File: src/rtl/alu_params.sv
// Opcode encodings shared by the decode/issue stage and the 8-bit ALU.
// All stages refer to opcodes only by these names.
package alu_params_pkg;
   localparam logic [3:0] OP_NOP  = 4'h0;
   localparam logic [3:0] OP_LDI  = 4'h1;
   localparam logic [3:0] OP_ADI  = 4'h2;
   localparam logic [3:0] OP_ADD  = 4'h3;
   localparam logic [3:0] OP_SUB  = 4'h4;
   localparam logic [3:0] OP_MUL  = 4'h5;
   localparam logic [3:0] OP_DIV  = 4'h6;
   localparam logic [3:0] OP_INC  = 4'h7;
   localparam logic [3:0] OP_DEC  = 4'h8;
   localparam logic [3:0] OP_NOR  = 4'h9;
   localparam logic [3:0] OP_NAND = 4'hA;
   localparam logic [3:0] OP_XOR  = 4'hB;
   localparam logic [3:0] OP_COMP = 4'hC;
   localparam logic [3:0] OP_CMPJ = 4'hD;
   localparam logic [3:0] OP_JMP  = 4'hE;
   localparam logic [3:0] OP_HALT = 4'hF;
endpackage

File: src/rtl/alu_issue.sv
// Decode/operand-issue stage: scoreboarded regfile read with write-back bypass, 1-cycle issue latency.
// Stalls on source/WAW hazards or a held output bundle; freezes after HALT until reset.
module alu_issue
   import alu_params_pkg::*;
#(
   parameter int NREG = 8,
   parameter int DW   = 8
) (
   input  logic                    clk,
   input  logic                    rst_n,
   input  logic                    in_valid,
   output logic                    in_ready,
   input  logic [15:0]             in_instr,
   input  logic [DW-1:0]           in_pc,
   output logic                    out_valid,
   input  logic                    out_ready,
   output logic [DW-1:0]           alu_a,
   output logic [DW-1:0]           alu_b,
   output logic [3:0]              alu_opc,
   output logic [$clog2(NREG)-1:0] out_rd,
   output logic                    out_we,
   input  logic                    wb_en,
   input  logic [$clog2(NREG)-1:0] wb_addr,
   input  logic [DW-1:0]           wb_data,
   output logic                    halted
);
   localparam int AW = $clog2(NREG);
   localparam logic [0:0] S_RUN    = 1'b0;
   localparam logic [0:0] S_HALTED = 1'b1;

   logic [DW-1:0]   r_rf [NREG];
   logic [NREG-1:0] r_busy;
   logic [0:0]      r_state;
   logic            r_out_valid;
   logic [DW-1:0]   r_alu_a;
   logic [DW-1:0]   r_alu_b;
   logic [3:0]      r_alu_opc;
   logic [AW-1:0]   r_out_rd;
   logic            r_out_we;

   logic [3:0]      w_opc;
   logic [AW-1:0]   w_rd;
   logic [AW-1:0]   w_rs;
   logic [AW-1:0]   w_rt;
   logic [DW-1:0]   w_imm;
   logic [DW-1:0]   w_rd_val;
   logic [DW-1:0]   w_rs_val;
   logic [DW-1:0]   w_rt_val;
   logic [DW-1:0]   w_a;
   logic [DW-1:0]   w_b;
   logic            w_we;
   logic            w_use_rd;
   logic            w_use_rs;
   logic            w_use_rt;
   logic [NREG-1:0] w_wb_mask;
   logic [NREG-1:0] w_busy_eff;
   logic [NREG-1:0] w_busy_nxt;
   logic            w_hazard;
   logic            w_accept;

   assign w_opc = in_instr[15:12];
   assign w_rd  = in_instr[11:9];
   assign w_rs  = in_instr[8:6];
   assign w_rt  = in_instr[5:3];
   assign w_imm = in_instr[7:0];

   // A write-back landing this cycle is visible to the read in the same cycle.
   assign w_rd_val = (wb_en && (wb_addr == w_rd)) ? wb_data : r_rf[w_rd];
   assign w_rs_val = (wb_en && (wb_addr == w_rs)) ? wb_data : r_rf[w_rs];
   assign w_rt_val = (wb_en && (wb_addr == w_rt)) ? wb_data : r_rf[w_rt];

   always_comb begin
      w_a      = '0;
      w_b      = '0;
      w_we     = 1'b0;
      w_use_rd = 1'b0;
      w_use_rs = 1'b0;
      w_use_rt = 1'b0;
      case (w_opc)
         OP_LDI: begin
            w_b  = w_imm;
            w_we = 1'b1;
         end
         OP_ADI: begin
            w_a      = w_rd_val;
            w_b      = w_imm;
            w_we     = 1'b1;
            w_use_rd = 1'b1;
         end
         OP_INC, OP_DEC: begin
            w_a      = w_rs_val;
            w_we     = 1'b1;
            w_use_rs = 1'b1;
         end
         OP_COMP: begin
            w_b      = w_rs_val;
            w_we     = 1'b1;
            w_use_rs = 1'b1;
         end
         OP_ADD, OP_SUB, OP_MUL, OP_DIV, OP_NOR, OP_NAND, OP_XOR: begin
            w_a      = w_rs_val;
            w_b      = w_rt_val;
            w_we     = 1'b1;
            w_use_rs = 1'b1;
            w_use_rt = 1'b1;
         end
         OP_CMPJ: begin
            w_a      = w_rs_val;
            w_b      = w_rt_val;
            w_use_rs = 1'b1;
            w_use_rt = 1'b1;
         end
         OP_JMP: begin
            w_a = in_pc;
            w_b = w_imm;
         end
         default: ;
      endcase
   end

   assign w_wb_mask  = wb_en ? (NREG'(1) << wb_addr) : '0;
   assign w_busy_eff = r_busy & ~w_wb_mask;
   assign w_hazard   = in_valid && ((w_use_rs && w_busy_eff[w_rs]) ||
                                    (w_use_rt && w_busy_eff[w_rt]) ||
                                    ((w_use_rd || w_we) && w_busy_eff[w_rd]));
   assign in_ready   = (r_state == S_RUN) && !w_hazard && (!r_out_valid || out_ready);
   assign w_accept   = in_valid && in_ready;

   // Set after clear so an issue to the register being written back stays busy.
   always_comb begin
      w_busy_nxt = r_busy & ~w_wb_mask;
      if (w_accept && w_we) w_busy_nxt[w_rd] = 1'b1;
   end

   always_ff @(posedge clk or negedge rst_n) begin
      if (!rst_n) begin
         for (int i = 0; i < NREG; i++) r_rf[i] <= '0;
      end else if (wb_en) begin
         r_rf[wb_addr] <= wb_data;
      end
   end

   always_ff @(posedge clk or negedge rst_n) begin
      if (!rst_n) begin
         r_busy  <= '0;
         r_state <= S_RUN;
      end else begin
         r_busy <= w_busy_nxt;
         if (w_accept && (w_opc == OP_HALT)) r_state <= S_HALTED;
      end
   end

   always_ff @(posedge clk or negedge rst_n) begin
      if (!rst_n) begin
         r_out_valid <= 1'b0;
         r_alu_a     <= '0;
         r_alu_b     <= '0;
         r_alu_opc   <= '0;
         r_out_rd    <= '0;
         r_out_we    <= 1'b0;
      end else if (w_accept) begin
         r_out_valid <= 1'b1;
         r_alu_a     <= w_a;
         r_alu_b     <= w_b;
         r_alu_opc   <= w_opc;
         r_out_rd    <= w_we ? w_rd : '0;
         r_out_we    <= w_we;
      end else if (out_ready) begin
         r_out_valid <= 1'b0;
      end
   end

   assign out_valid = r_out_valid;
   assign alu_a     = r_alu_a;
   assign alu_b     = r_alu_b;
   assign alu_opc   = r_alu_opc;
   assign out_rd    = r_out_rd;
   assign out_we    = r_out_we;
   assign halted    = (r_state == S_HALTED);

endmodule

File: config.mk
export PLATFORM = sky130hd
export DESIGN_NAME = alu_issue
export DESIGN_NICKNAME = d
export VERILOG_FILES = /design/src/rtl/alu_params.sv /design/src/rtl/alu_issue.sv
export SDC_FILE = /design/constraint.sdc
export NUM_CORES = 1
export LEC_CHECK = 0
export ABC_AREA = 1
export CAP_MARGIN = 20
export CORE_MARGIN = 2
export CORE_UTILIZATION = 46
export CTS_CLUSTER_DIAMETER = 60
export DETAILED_ROUTE_END_ITERATION = 10
export PLACE_DENSITY = 0.79
export SLEW_MARGIN = 40
export SYNTH_ARGS = -nofsm -noshare
export SYNTH_HDL_FRONTEND = slang
export SYNTH_SLANG_ARGS = --single-unit
File: constraint.sdc
create_clock -name clk -period 2.4 [get_ports clk]
set_input_delay 0.36 -clock clk [delete_from_list [all_inputs] [get_ports clk]]
set_output_delay 0.36 -clock clk [all_outputs]
set_load 0.01 [all_outputs]
Yosys cells after proc, flatten, opt, wreduce, memory -nomap -nowiden. Index checks and enable logic that the tools add are counted.

Flip-flop bits (word level): 98. Bits of input ports: 40. Output and inout bits: 27. Word-level logic and storage cells: 112.

Order comparisons: 9. Equality and inequality tests: 18. Shifts and indexed selects: 1. Multiplexer cells: 34. Bitwise operators: 8. Reduce and logical (&&, ||, !) cells: 26.

Operators with widths (number): 2-to-1 mux 8 bit (12); binary-select mux 8 bit (select 3 bit) (3); bitwise mux 64 bit (1); case mux 8 bit (3 select lines) (2); equality test 4 bit (second input constant) (8); demux 8 bit (select 3 bit) (1); equality test 4 x 3 -> 1 bit (second input constant) (4); greater-or-equal comparator 4 bit (second input constant) (4); inverter 3 -> 4 bit (4); logical AND 1 bit (14); less-than comparator 3 x 4 -> 1 bit (second input constant) (3); OR reduction 12 bit (1); OR reduction 11 bit (1); 2-to-1 mux 1 bit (10); OR reduction 10 bit (1); binary-select mux 1 bit (select 3 bit) (3); equality test 3 bit (3); AND 8 bit (1); equality test 4 x 2 -> 1 bit (second input constant) (2); inverter 8 bit (1); bitwise OR 8 bit (1); OR reduction 8 bit (1); left shift 1 x 3 -> 8 bit (first input constant) (1); equality test 4 x 1 -> 1 bit (second input constant) (1); other kinds (9) (13).

Longest topological paths before layout.
Depth after elaboration: 16. Gate-level depth with buffers: 16. Mapped depth without buffers: 14.

Least setup slack after synthesis. Ideal clock, no wire load.

Path type: input to register. Start: input port wb_addr[1]. End: register r_out_we (netlist: out_we). Library setup time: 0.117 ns. Arrival: 1.858 ns. Data required time: 2.283 ns. Path slack: 0.425 ns. Stages: 15. Path buffers: 2. Path through: buf_4 inv_2 nor2_2 nand2_4 nand2_4 nand2_2 nand3_2 nand3_2 nand3_2 nand3_2 nor3_4 inv_4 buf_6 nand2_1 nand2_1.

Cells in the longest elaborated chain, start to end: 14. Elaborated cells on any way between the ends: 20. Classes of those cells: shift (1); mux (7); bitwise (2); reduce/logical (10).

Ends and longest elaborated chain: start: declaration (RTL line alu_issue.sv:23) `input logic [$clog2(NREG)-1:0] wb_addr,`; left shift 1 x 3 -> 8 bit * (RTL line alu_issue.sv:121) `assign w_wb_mask = wb_en ? (NREG'(1) << wb_addr) : '0;`; 2-to-1 mux 8 bit * (RTL line alu_issue.sv:121); inverter 8 bit * (RTL line alu_issue.sv:122) `assign w_busy_eff = r_busy & ~w_wb_mask;`; AND 8 bit * (RTL line alu_issue.sv:122); binary-select mux 1 bit (select 3 bit), on equally long branches (RTL line alu_issue.sv:123, alu_issue.sv:124); 2-to-1 mux 1 bit, on equally long branches (RTL line alu_issue.sv:123, alu_issue.sv:124); logical AND 1 bit, on equally long branches (RTL line alu_issue.sv:123, alu_issue.sv:124); logical OR 1 bit (RTL line alu_issue.sv:123) `assign w_hazard = in_valid && ((w_use_rs && w_busy_eff[w_rs]) ||`; logical OR 1 bit * (RTL line alu_issue.sv:124) `(w_use_rt && w_busy_eff[w_rt]) ||`; logical AND 1 bit * (RTL line alu_issue.sv:123); zero test 1 bit * (RTL line alu_issue.sv:126) `assign in_ready = (r_state == S_RUN) && !w_hazard && (!r_out_valid || out_ready);`; logical AND 1 bit * (2 in series) (RTL line alu_issue.sv:126); logical AND 1 bit * (RTL line alu_issue.sv:127) `assign w_accept = in_valid && in_ready;`; end signal: assignment (RTL line alu_issue.sv:167) `r_out_we <= w_we;`; end: declaration (RTL line alu_issue.sv:39) `logic r_out_we;`.

Every way passes the cells marked *; elsewhere a longest branch is shown, timed or not. The select of a mux whose other input is x is not followed. A chain may end at the register's enable or synchronous reset.

Worst setup path after layout.
Start: input port in_instr[15]. End: output port in_ready.

Cells in the longest elaborated chain, start to end: 10. Elaborated cells on any way between the ends: 30. Classes of those cells: eq/ne (13); mux (4); reduce/logical (13).

Ends and longest elaborated chain: start: declaration (RTL line alu_issue.sv:13) `input logic [15:0] in_instr,`; equality test 4 x 2 -> 1 bit (tied with other cells) (RTL line alu_issue.sv:79) `case (w_opc)`; OR reduction 12 bit (no line) (tied with other cells); 2-to-1 mux 1 bit (RTL line alu_issue.sv:79); logical OR 1 bit (tied with other cells) (RTL line alu_issue.sv:125) `((w_use_rd || w_we) && w_busy_eff[w_rd]));`; logical AND 1 bit / logical OR 1 bit (equally long branches) (RTL line alu_issue.sv:125, alu_issue.sv:123); logical OR 1 bit * (RTL line alu_issue.sv:124); logical AND 1 bit * (RTL line alu_issue.sv:123); zero test 1 bit * (RTL line alu_issue.sv:126); logical AND 1 bit * (2 in series) (RTL line alu_issue.sv:126); end: declaration (RTL line alu_issue.sv:12) `output logic in_ready,`.

Every way passes the cells marked *; elsewhere a longest branch is shown, timed or not.

==> results.py <==
metrics = {
    "setup_path": {
        "r2r_cells": 12,
        "crit_start": "in_instr[15]",
        "critical_path.startpoint_type": "input pin",
        "critical_setup_path_kind": "in -> out",
        "reg2reg_from": "r_busy[6]$_DFF_PN0_",
        "reg2reg_slack_ns": 0.61,
        "worstPathRequired_ns": 2.04,
        "worst_path_arrival_time_ns": 1.82,
        "end_kind": "primary output",
        "crit_fanout": 4,
    },
    "power_and_ir_drop": {
        "ir_worst_vdd_mv": 0.654,
        "powerDensity_nw_per_um2": 583,
        "total_leakage_power_nw": 3.90,
    },
    "finish": {
        "fill_cells": 1262,
        "final_util_pct": 59.6,
        "diodes": 0,
        "num-nets-final": 1067,
        "post-route-cell-area_um2": 7930,
        "layout-area-overhead-vs-synth_pct": 26.3,
        "post_route_cells_drive_above_1_share_pct": 14.6,
    },
    "job": {
        "drv.max_cap_violation_count": 0,
    },
    "clocking": {
        "clk_root_buffer_cell": "sky130_fd_sc_hd__clkbuf_16",
        "cts.path.max_buffers": 2,
        "numCtsBuffers": 9,
        "htree_num_levels": 3,
        "insertion_delay_ns": 0.36,
        "clock-sinks": 98,
        "cts_tree": "done",
        "cts.reportedPaths.clkPinSlew_ns": 0.07,
        "post_cts.repair.setup_buffers": 0,
    },
    "synthesis": {
        "post_synth_num_cell_types": 35,
        "synthTopCellsByCount": "sky130_fd_sc_hd__nand2_1 (256), sky130_fd_sc_hd__o21ai_0 (129), sky130_fd_sc_hd__dfrtp_1 (98)",
        "top_cell_type_s_share_of_synthesized_area_pct": 39.1,
        "synth.mux.area_fraction_pct": 0,
        "synth_top_area_cell": "sky130_fd_sc_hd__dfrtp_1",
        "netlist_area_um2": 6280,
        "synth_top_family_by_area": "simple AND/OR/NAND/NOR gates",
        "synth_adder_area_share_pct": 0,
        "compound_gate_portion_of_the_synthesized_area_pct": 22.3,
        "synth-simple-area-share_pct": 29.8,
        "postSynthCellCount": 908,
        "synth-async-reset-ratio_pct": 100,
        "seq_area_frac_synth_pct": 39.1,
        "syn_area_per_cell_um2": 6.91,
        "yosysWarnings": 0,
        "ys_seq_elements": 98,
        "synth_top_cells_by_area": "sky130_fd_sc_hd__dfrtp_1 (39%), sky130_fd_sc_hd__nand2_1 (15%), sky130_fd_sc_hd__o21ai_0 (10%)",
        "synth-xor-area-share_pct": 0.140,
        "syn-num-nets": 948,
        "postSynth.topFlopCell": "sky130_fd_sc_hd__dfrtp_1",
        "synth_enable_flop_cells": 0,
        "synth_most_common_cell": "sky130_fd_sc_hd__nand2_1",
    },
    "global_routing": {
        "number_of_antenna_violations_at_the_first_check_in_global_routing": 0,
        "wire_length_of_the_first_global_routing_pass_mm": 35.0,
        "vias_in_the_first_global_route": 6664,
        "grt_overflow": 0,
        "grt_start_max_net_pins": 53,
        "grt_use_total_pct": 31.3,
    },
    "run_status": {
        "outcome": "complete, no violations",
    },
    "worst_hold_path": {
        "hold_path.class": "in -> reg",
        "worstHoldPathCells": 3,
        "hp-start": "in_instr[14]",
    },
    "sta": {
        "report.final.slew_viol_count": 0,
        "hold_ws_ns": 0.446,
        "grt_setup_unrepaired": "false",
        "slew-limit-headroom_pct": 65.7,
        "worst_slew_pin_slew_ns": 0.515,
        "layout_min_cycle_time_ns": 2.18,
        "report.final.hold_viol_count": 0,
        "maximum_clock_rate_mhz": 460,
        "finClkSkew_ns": 0.00668,
        "timing.final.crit_share_pct": 90.6,
        "setup-violations-final": 0,
    },
    "detailed_routing": {
        "detail_route.first_pass.iterations": 6,
        "route.final.wire_length_mm": 22.0,
        "dr_drc_count": 0,
        "vias": 6972,
        "avgViaCountPerCell": 5.77,
        "routed_len_inst_um": 18.2,
        "drt_first_iter_violations": 768,
        "antenna_left": 0,
    },
    "floorplanning": {
        "die_height_um": 121,
        "die_x_um": 121,
        "core_region_area_um2": 13300,
        "design.die.area_um2": 14600,
        "placement_rows": 42,
        "ioPinCount": 67,
        "start_util_pct": 47.2,
    },
    "place": {
        "numPortBuffers": 66,
        "placedInstanceArea_um2": 7630,
        "post-dp-hpwl_mm": 15.8,
        "finalWeightedCongestion": 0.978,
    },
}
## per-stage QoR
step	power (mW)	setup slack [ns]	TNS, ns	instances
after detailed placement	3.18	-0.429	-7.48	1191
after global routing	4.86	0.0647	0	1208
final	4.62	0.225	0	1208
after global placement	3.15	-0.425	-7.51	1191
after floorplan	2.70	0.425	0	908
after CTS	4.62	0.0560	0	1208
## placed cells by master, fill, tap and decap left out, types with 2 or more instances in the layout
cell type / synthesis / routed
sky130_fd_sc_hd__nand2_1: 256 / 256
sky130_fd_sc_hd__o21ai_0: 129 / 129
sky130_fd_sc_hd__dfrtp_1: 98 / 98
sky130_fd_sc_hd__nand3_1: 88 / 88
sky130_fd_sc_hd__buf_4: 3 / 85
sky130_fd_sc_hd__a21oi_1: 75 / 75
sky130_fd_sc_hd__inv_1: 68 / 68
sky130_fd_sc_hd__clkdlybuf4s50_1: 0 / 53
sky130_fd_sc_hd__nor2_1: 39 / 37
sky130_fd_sc_hd__o211ai_1: 23 / 23
sky130_fd_sc_hd__o22ai_1: 20 / 20
sky130_fd_sc_hd__clkbuf_16: 0 / 9
sky130_fd_sc_hd__inv_2: 8 / 8
sky130_fd_sc_hd__dlygate4sd2_1: 0 / 8
sky130_fd_sc_hd__nand2_2: 7 / 7
sky130_fd_sc_hd__nand2_4: 7 / 7
sky130_fd_sc_hd__nand3_2: 7 / 7
sky130_fd_sc_hd__nor3_1: 6 / 6
sky130_fd_sc_hd__or2_2: 4 / 4
sky130_fd_sc_hd__nor2_2: 3 / 4
sky130_fd_sc_hd__a22oi_1: 4 / 4
sky130_fd_sc_hd__buf_12: 0 / 4
sky130_fd_sc_hd__o221ai_1: 3 / 3
sky130_fd_sc_hd__clkinv_1: 4 / 3
sky130_fd_sc_hd__clkbuf_8: 0 / 3
sky130_fd_sc_hd__inv_4: 1 / 2
sky130_fd_sc_hd__nor2_4: 1 / 2
sky130_fd_sc_hd__clkinv_2: 1 / 2
sky130_fd_sc_hd__nand3b_1: 2 / 2
sky130_fd_sc_hd__clkdlybuf4s15_1: 0 / 2
## final timing paths
kind	endpoint
min reg2reg	alu_opc[2]$_DFFE_PN0P_
min	alu_opc[2]$_DFFE_PN0P_
max in group asynchronous	r_rf[32]$_DFFE_PN0P_
max	in_ready
max reg2reg	r_busy[5]$_DFF_PN0_
min in group asynchronous	r_busy[2]$_DFF_PN0_
## sequential cells by signal, indices dropped and copies added, names as in the netlist
signal	cells
r_rf	64
r_busy	8
halted	1
alu_a	8
out_rd	3
out_we	1
alu_b	8
alu_opc	4
out_valid	1
## routing by layer
layer  track usage, %  wire, um  vias to the layer above
li1                 -         -                     3280
met1             40.3      8600                     3182
met2             49.4     10000                      402
met3             7.31      2200                      108
met4             15.3      1240                        0
met5                0         0                        -
## critical path: stages
cell                              delay [ns]
sky130_fd_sc_hd__clkdlybuf4s50_1        0.54
sky130_fd_sc_hd__nand2_1                0.12
sky130_fd_sc_hd__nand2_1                0.08
sky130_fd_sc_hd__o21a_1                 0.19
sky130_fd_sc_hd__a21oi_1                0.06
sky130_fd_sc_hd__nand3_1                0.10
sky130_fd_sc_hd__nand3_2                0.10
sky130_fd_sc_hd__a21oi_1                0.13
sky130_fd_sc_hd__clkbuf_2               0.14
## what timing repair did
| item | CTS | global route |
|---|---|---|
| pin swaps | 1 | 1 |
| resized for setup | 15 | 5 |
| setup endpoints to repair | 1 | 1 |
| endpoints found under the hold margin | 28 | 0 |
| hold buffers | 1 | 0 |
## logic make-up (layout without fill, tap and decap cells)
kind of cell,after synthesis,count (layout)
xor gates and xnor gates,1,1
and+or+nand+nor,423,423
AOI/OAI and AO/OA,257,257
buffers and inverters,129,253
DFF,98,98
## cell type report
class	count	area, um^2	share of cell area (%)
multi-input cells	681	3290	41.5
inverters	82	314	3.96
clock inverters	3	21.3	0.268
flip-flops and latches	98	2450	30.9
repair buffers	155	1360	17.1
clock buffers	13	270	3.41
well taps	176	220	2.78
## power by group
group          internal (mW)  total, mW  leakage, nW  switching [mW]
sequential              1.86       2.06         1.27           0.198
combinational          0.441       1.12         2.48           0.679
clock                  0.792       1.45        0.142           0.654
Power figures use the tool's default switching activity.
